<file path="src/rtl/id_stage.sv">
// Purpose : LoongArch-style decode stage; decodes one instruction and registers the ALU payload for execute.
// Latency : one cycle from an accepted fetch (if_valid & if_ready) to ex_valid; one instruction per cycle sustained.
// Backpr. : if_ready = !ex_valid | ex_ready; while execute stalls, every ex_* output holds.
//
// Ports:
//   clk, rst                     clock, synchronous active-high reset
//   if_valid/if_ready            fetch handshake; if_pc, if_inst carry the instruction
//   rf_raddr1/2, rf_rdata1/2     register file read port (rj, rk), combinational data return
//   ex_valid/ex_ready            execute handshake; ex_pc, ex_alu_op (one-hot), ex_alu_src1/2,
//                                ex_rf_we, ex_rf_waddr, ex_ine form the payload
//   flush                        drops the held instruction and blocks the incoming one
// Build option: define ID_INE_EN to raise ex_ine for encodings the decoder does not recognise.
module id_stage (
  input  logic        clk,
  input  logic        rst,
  input  logic        if_valid,
  input  logic [31:0] if_pc,
  input  logic [31:0] if_inst,
  output logic        if_ready,
  output logic [4:0]  rf_raddr1,
  output logic [4:0]  rf_raddr2,
  input  logic [31:0] rf_rdata1,
  input  logic [31:0] rf_rdata2,
  output logic        ex_valid,
  input  logic        ex_ready,
  output logic [31:0] ex_pc,
  output logic [13:0] ex_alu_op,
  output logic [31:0] ex_alu_src1,
  output logic [31:0] ex_alu_src2,
  output logic        ex_rf_we,
  output logic [4:0]  ex_rf_waddr,
  input  logic        flush,
  output logic        ex_ine
);

  // One-hot ALU control bit positions; bits 12-13 are never set.
  localparam int OP_ADD  = 0;
  localparam int OP_PASS = 1;
  localparam int OP_SUB  = 2;
  localparam int OP_SLT  = 3;
  localparam int OP_SLTU = 4;
  localparam int OP_AND  = 5;
  localparam int OP_NOR  = 6;
  localparam int OP_OR   = 7;
  localparam int OP_XOR  = 8;
  localparam int OP_SLL  = 9;
  localparam int OP_SRL  = 10;
  localparam int OP_SRA  = 11;

  // Instruction fields
  logic [16:0] opc17;
  logic [9:0]  opc10;
  logic [6:0]  opc7;
  logic [4:0]  rd;
  logic [4:0]  ui5;
  logic [11:0] i12;
  logic [19:0] si20;

  assign opc17 = if_inst[31:15];
  assign opc10 = if_inst[31:22];
  assign opc7  = if_inst[31:25];
  assign rd    = if_inst[4:0];
  assign ui5   = if_inst[14:10];
  assign i12   = if_inst[21:10];
  assign si20  = if_inst[24:5];

  assign rf_raddr1 = if_inst[9:5];
  assign rf_raddr2 = if_inst[14:10];

  // Decoded payload
  logic [13:0] dec_op;
  logic [31:0] dec_src1;
  logic [31:0] dec_src2;
  logic        dec_hit;
  logic        dec_we;

  always_comb begin
    dec_op   = '0;
    dec_src1 = '0;
    dec_src2 = '0;
    dec_hit  = 1'b1;

    case (opc17)
      // 3R register-register forms
      17'h00020: begin dec_op[OP_ADD]  = 1'b1; dec_src1 = rf_rdata1; dec_src2 = rf_rdata2; end
      17'h00022: begin dec_op[OP_SUB]  = 1'b1; dec_src1 = rf_rdata1; dec_src2 = rf_rdata2; end
      17'h00024: begin dec_op[OP_SLT]  = 1'b1; dec_src1 = rf_rdata1; dec_src2 = rf_rdata2; end
      17'h00025: begin dec_op[OP_SLTU] = 1'b1; dec_src1 = rf_rdata1; dec_src2 = rf_rdata2; end
      17'h00028: begin dec_op[OP_NOR]  = 1'b1; dec_src1 = rf_rdata1; dec_src2 = rf_rdata2; end
      17'h00029: begin dec_op[OP_AND]  = 1'b1; dec_src1 = rf_rdata1; dec_src2 = rf_rdata2; end
      17'h0002A: begin dec_op[OP_OR]   = 1'b1; dec_src1 = rf_rdata1; dec_src2 = rf_rdata2; end
      17'h0002B: begin dec_op[OP_XOR]  = 1'b1; dec_src1 = rf_rdata1; dec_src2 = rf_rdata2; end
      17'h0002E: begin dec_op[OP_SLL]  = 1'b1; dec_src1 = rf_rdata1; dec_src2 = rf_rdata2; end
      17'h0002F: begin dec_op[OP_SRL]  = 1'b1; dec_src1 = rf_rdata1; dec_src2 = rf_rdata2; end
      17'h00030: begin dec_op[OP_SRA]  = 1'b1; dec_src1 = rf_rdata1; dec_src2 = rf_rdata2; end
      // Shift by 5-bit immediate
      17'h00081: begin dec_op[OP_SLL]  = 1'b1; dec_src1 = rf_rdata1; dec_src2 = {27'b0, ui5}; end
      17'h00089: begin dec_op[OP_SRL]  = 1'b1; dec_src1 = rf_rdata1; dec_src2 = {27'b0, ui5}; end
      17'h00091: begin dec_op[OP_SRA]  = 1'b1; dec_src1 = rf_rdata1; dec_src2 = {27'b0, ui5}; end
      default: begin
        case (opc10)
          // Arithmetic/compare immediates sign-extend, logical immediates zero-extend
          10'h00A: begin dec_op[OP_ADD]  = 1'b1; dec_src1 = rf_rdata1; dec_src2 = {{20{i12[11]}}, i12}; end
          10'h008: begin dec_op[OP_SLT]  = 1'b1; dec_src1 = rf_rdata1; dec_src2 = {{20{i12[11]}}, i12}; end
          10'h009: begin dec_op[OP_SLTU] = 1'b1; dec_src1 = rf_rdata1; dec_src2 = {{20{i12[11]}}, i12}; end
          10'h00D: begin dec_op[OP_AND]  = 1'b1; dec_src1 = rf_rdata1; dec_src2 = {20'b0, i12}; end
          10'h00E: begin dec_op[OP_OR]   = 1'b1; dec_src1 = rf_rdata1; dec_src2 = {20'b0, i12}; end
          10'h00F: begin dec_op[OP_XOR]  = 1'b1; dec_src1 = rf_rdata1; dec_src2 = {20'b0, i12}; end
          default: begin
            case (opc7)
              7'h0A: begin dec_op[OP_PASS] = 1'b1; dec_src1 = {si20, 12'b0}; dec_src2 = '0; end
              7'h0E: begin dec_op[OP_ADD]  = 1'b1; dec_src1 = if_pc; dec_src2 = {si20, 12'b0}; end
              // Unknown encoding: travels on as a PC-carrying bubble
              default: dec_hit = 1'b0;
            endcase
          end
        endcase
      end
    endcase
  end

  // r0 is hardwired zero, so writes to it are suppressed here rather than in the register file
  assign dec_we = dec_hit && (rd != 5'd0);

  // Handshake
  logic load;

  assign if_ready = !ex_valid || ex_ready;
  assign load     = if_valid && if_ready && !flush;

  always_ff @(posedge clk) begin
    if (rst) begin
      ex_valid    <= 1'b0;
      ex_pc       <= '0;
      ex_alu_op   <= '0;
      ex_alu_src1 <= '0;
      ex_alu_src2 <= '0;
      ex_rf_we    <= 1'b0;
      ex_rf_waddr <= '0;
    end else if (flush) begin
      ex_valid <= 1'b0;
    end else if (load) begin
      ex_valid    <= 1'b1;
      ex_pc       <= if_pc;
      ex_alu_op   <= dec_op;
      ex_alu_src1 <= dec_src1;
      ex_alu_src2 <= dec_src2;
      ex_rf_we    <= dec_we;
      ex_rf_waddr <= rd;
    end else if (ex_ready) begin
      // Payload registers keep their last value once drained
      ex_valid <= 1'b0;
    end
  end

`ifdef ID_INE_EN
  logic ine_q;

  always_ff @(posedge clk) begin
    if (rst) begin
      ine_q <= 1'b0;
    end else if (!flush && load) begin
      ine_q <= !dec_hit;
    end
  end

  assign ex_ine = ine_q;
`else
  assign ex_ine = 1'b0;
`endif

endmodule

</file>
<file path="config.mk">
export PLATFORM = sky130hd
export DESIGN_NAME = id_stage
export DESIGN_NICKNAME = d
export VERILOG_FILES = /design/src/rtl/id_stage.sv
export SDC_FILE = /design/constraint.sdc
export NUM_CORES = 1
export LEC_CHECK = 0
export CAP_MARGIN = 25
export CORE_MARGIN = 8
export CORE_UTILIZATION = 35
export CTS_CLUSTER_SIZE = 14
export DETAILED_ROUTE_END_ITERATION = 16
export PLACE_DENSITY = 0.72
export RECOVER_POWER = 50
export SLEW_MARGIN = 10
export SYNTH_ARGS = -nofsm -noshare
export SYNTH_HDL_FRONTEND = slang
export SYNTH_SLANG_ARGS = --single-unit
</file>
<file path="constraint.sdc">
create_clock -name clk -period 4.35 [get_ports clk]
set_input_delay 0.87 -clock clk [delete_from_list [all_inputs] [get_ports clk]]
set_output_delay 0.87 -clock clk [all_outputs]
set_load 0.02 [all_outputs]
</file>
# After elaboration in Yosys (flattened, before gate mapping)

Cells that the tools add are included.

Bits in latches: 0
ROM bits: 0
Register bits after elaboration: 115
Word-level logic and storage cells: 89
Memory bits (writable): 0
Memories kept: 0
Input port bits: 133

Shifts and indexed selects: 0
$lt $le $gt $ge: 0
Divide/modulo/power cells: 0
Reduce and logical (&&, ||, !) cells: 27
Add/sub/neg operators: 0
Bitwise logic cells: 1
Multipliers: 0
Muxes and demuxes: 32
Equality and inequality tests: 22

Operators with widths:

| operator                                        | count |
|---|---|
| one-hot mux 32 bit (2 select lines)             | 3 |
| == test 17 x 6 -> 1 bit (second input constant) | 11 |
| 2-to-1 mux 32 bit                               | 3 |
| OR reduction 13 bit                             | 6 |
| == test 10 x 4 -> 1 bit (second input constant) | 6 |
| == test 17 x 8 -> 1 bit (second input constant) | 3 |
| 2-to-1 mux 1 bit                                | 19 |
| == test 7 x 4 -> 1 bit (second input constant)  | 2 |
| one-hot mux 1 bit (2 select lines)              | 7 |
| OR reduction 14 bit                             | 1 |
| OR reduction 11 bit                             | 1 |
| OR reduction 2 bit                              | 5 |
| OR reduction 3 bit                              | 3 |
| OR reduction 6 bit                              | 1 |
| nonzero test 5 bit                              | 1 |
| OR reduction 5 bit                              | 1 |
| logical AND 1 bit                               | 3 |
| logical NOT 1 bit                               | 2 |
| AND reduction 2 bit                             | 1 |
| nonzero test 2 bit                              | 1 |
| logical OR 1 bit                                | 1 |
| inverter 1 bit                                  | 1 |

# Logic depth before layout (Yosys ltp)

Depth in word-level cells: 6
Mapped depth: 8
Mapped depth without buffers: 6

# Worst setup path before layout

No wires, ideal clock.

Kind: input to register
Start point: input port if_inst[23]
End point: register ex_alu_src1[12]
Setup slack: 1.859 ns
Data required time: 4.228 ns
Data arrival time: 2.369 ns
Cell stages on the path: 7
Buffers on the path: 2
Cell sequence: buf_2 > or3b_1 > o2111a_2 > o21bai_4 > o21a_1 > buf_6 > a221o_1

Word-level cells in the longest chain between the ends: 4
Elaborated cells between the ends (all ways): 24

Ends and longest elaborated chain:

| element                      | RTL line | text |
|---|---|---|
| start: declaration           | 18       | `input logic [31:0] if_inst,` |
| == test 10 x 4 -> 1 bit      | 101      | `case (opc10)` |
| OR reduction 6 bit (no line) | --       |  |
| 2-to-1 mux 32 bit            | 101      |  |
| 2-to-1 mux 32 bit *          | 83       | `case (opc17)` |
| end signal: assignment       | 146      | `ex_alu_src1 <= dec_src1;` |
| end: declaration             | 28       | `output logic [31:0] ex_alu_src1,` |

Every way passes the cells marked *; elsewhere a longest branch is shown, timed or not.
A chain may end at the register's enable or synchronous reset.

# Worst setup path in the final report

Start point: input port rst
End point: register ex_alu_op[8]

RTL lines:

| element                | RTL line | text |
|---|---|---|
| start: declaration     | 15       | `input logic rst,` |
| end signal: assignment | 145      | `ex_alu_op <= dec_op;` |
| end: declaration       | 27       | `output logic [13:0] ex_alu_op,` |

No word-level cell between the ends.

==> summary.md <==
| Metric | Value |
|---|---|
| Die W | `between 100 and 150 um` |
| Tcrit/Tclk final | `0.755` |
| Pre-antenna DRT Iters | `5` |
| Area share of the largest cell type after synthesis | `0.451` |
| EDFF count, synth | `0` |
| Post-DP HPWL | `between 15000 and 20000 um` |
| Port Buffer Count | `between 200 and 300` |
| PwrDens | `347 nW/um2` |
| Initial antenna violation count | `0` |
| Core box area | `14400 um2` |
| Synth Instances | `between 600 and 700` |
| Type of the worst setup path | `in2reg` |
| Vias in the first global route | `~5.6k` |
| Final Max Tran Viols | `48` |
| Area contributors post-synth | `dfxtp_1 (45%), nand2_1 (7.1%), nor2_1 (5.5%)` |
| Share of layout cells above drive strength 1 | `0.0582` |
| Count of different cell masters after synthesis | `44` |
| Register clock-pin slew on the reported worst setup and hold paths | `roughly 0.05 ns` |
| Vias/cell | `about 5.5` |
| CTS tree | `done` |
| Sink Count | `around 120` |
| DRT antenna net count | `0` |
| Fin nets | `964` |
| CTS root buf | `clkbuf_16` |
| DR vias | `between 5k and 6k` |
| Worst R2R Setup Slack | `roughly 2.2 ns` |
| Run status | `finished with violations` |
| Initial DRC Count | `around 370` |
| GPL Wtd Cong | `slightly below 0.9` |
| Maximum root-to-sink buffer count | `2` |
| Leakage | `3.35 nW` |
| Class of the worst hold path | `reg2reg` |
| Fmax | `between 300 and 400 MHz` |
| Global Route Usage Sum | `0.217` |
| H-tree depth | `4` |
| Remaining DRCs | `0` |
| Area Overhead vs Synth | `61.4%` |
| Post-CTS Setup Repair Bufs | `0` |
| Post_cts resized | `0` |
| Setup TNS | `0 ns` |
| Synth top cells by count | `dfxtp_1 (115), nand2_1 (97), nor2_1 (75)` |
| Hold slack final | `roughly 0.45 ns` |
| Maxcap violations | `1` |
| First-pass GRT wire length | `between 30000 and 40000 um` |
| Most frequent cell after synthesis | `dfxtp_1` |
| Post-synthesis sequential area ratio | `0.451` |
| Std cell rows | `44` |
| Clock skew | `~0.0037 ns` |
| Worst-Margin Slew | `2.20 ns` |
| Die Area | `around 19000 um2` |
| Die H | `137 um` |
| Max VDD drop | `between 200 and 250 uV` |
| Worst skew pair latency | `slightly above 0.4 ns` |
| Layout Cells excl Fill | `slightly above 1k` |
| Syn Area/Cell | `about 8.4 um2` |
| # hold bufs at CTS | `0` |
| Largest net degree at the start of global routing | `slightly above 60` |
| Crit path max fanout | `between 40 and 50` |
| Initial Utilization | `0.355` |
| Crit start category | `input pin` |
| Number of diodes | `0` |
| Post-Syn Area | `5100 um2` |
| Post-route minimum period | `3.28 ns` |
| WP data arrival | `~3.5 ns` |
| I/O pin total | `about 260` |
| # placed instances | `995` |
| RSZ-0062 raised after global routing | `false` |
| Post-synth top area cell | `dfxtp_1` |
| Routed len/inst | `20.5 um` |
| Critical Path Sink Type | `flip-flop` |
| Final hold vios | `0` |
| Syn. warnings | `0` |
| Grt total ovfl | `0` |
| Num CTS Buffers | `17` |
| Synth Register Bits | `roughly 120` |
| Ys async rst share | `0` |
| Worst slew margin | `-0.464` |
| Setup Viol. Count Final | `0` |
| Ys flop type | `dfxtp_1` |
| Failing checks | `max-capacitance violations, max-slew violations` |
| Req. time, crit path | `approximately 4.5 ns` |
| Detailed Route WL | `~21000 um` |
## placed cells by master, fill, tap and decap left out, types with 17 or more instances in the layout
cell type and n:
nor2_1 74, clkbuf_16 17, nor3_1 38, a21oi_1 41, mux2i_1 21, dlygate4sd3_1 115, nand2_1 97, a221o_1 25
clkdlybuf4s50_1 141, a221oi_1 27, dfxtp_1 115
## per-stage QoR
step	cell area [um2]	utilization	setup WS [ns]	total power [mW]
CTS	8230	0.573	1.14	2.90
detailed placement	7690	0.535	0.741	1.62
global route	8240	0.573	0.837	2.96
finish	8240	0.573	1.07	2.86
floorplan	5110	-	1.86	1.35
global placement	7680	0.534	0.858	1.61
## final cells by class
cell class / instances / area, um2
Clock inverter: 5 / 52.6
Multi-Input combinational cell: 422 / 2470
Tap cell: 184 / 230
Timing Repair Buffer: 271 / 2680
Clock buffer: 25 / 485
Inverter: 4 / 15.0
Sequential cell: 115 / 2300
Fill cell: 1260 / 6130
## cells by family after synthesis
| kind of cell | synth area share |
|---|---|
| AND/OR/NAND/NOR | 0.232 |
| flip-flops | 0.451 |
| other | 0.000735 |
| buffers and inverters | 0.0691 |
| multiplexers | 0.0412 |
| AO/OA/AOI/OAI | 0.206 |
## critical path, cell delays in order
cell and delay (ns):
clkbuf_2 0.73, clkbuf_1 1.63, nor3_1 0.19
## state kept, by name, indices dropped and copies added (netlist names)
signal and flops:
ex_alu_op 12, ex_alu_src1 32, ex_alu_src2 32, ex_pc 32
ex_rf_waddr 5, ex_rf_we 1, ex_valid 1
## routing by layer
metal  GRT usage  vias up  wire [um]  share of wire
met1       0.248     2657       8060           0.38
met2       0.369      278      10400           0.50
met4      0.0964        0        570          0.027
met5           0        -          0              0
li1            -     2620          -              -
met3      0.0613       42       1950          0.093
## final timing paths
path | start | to | cells after the start
min | ex_alu_op[10] | ex_alu_op[10] | 2
min reg2reg | ex_alu_op[10] | ex_alu_op[10] | 2
max | rst | ex_alu_op[8] | 3
max reg2reg | ex_valid | ex_pc[10] | 7
## report_power, final
group | internal [mW] | switching (mW)
Combinational | 0.226 | 0.239
Sequential | 1.10 | 0.0209
Clock | 0.819 | 0.452
Note: power is estimated with default switching activity, not from simulation.
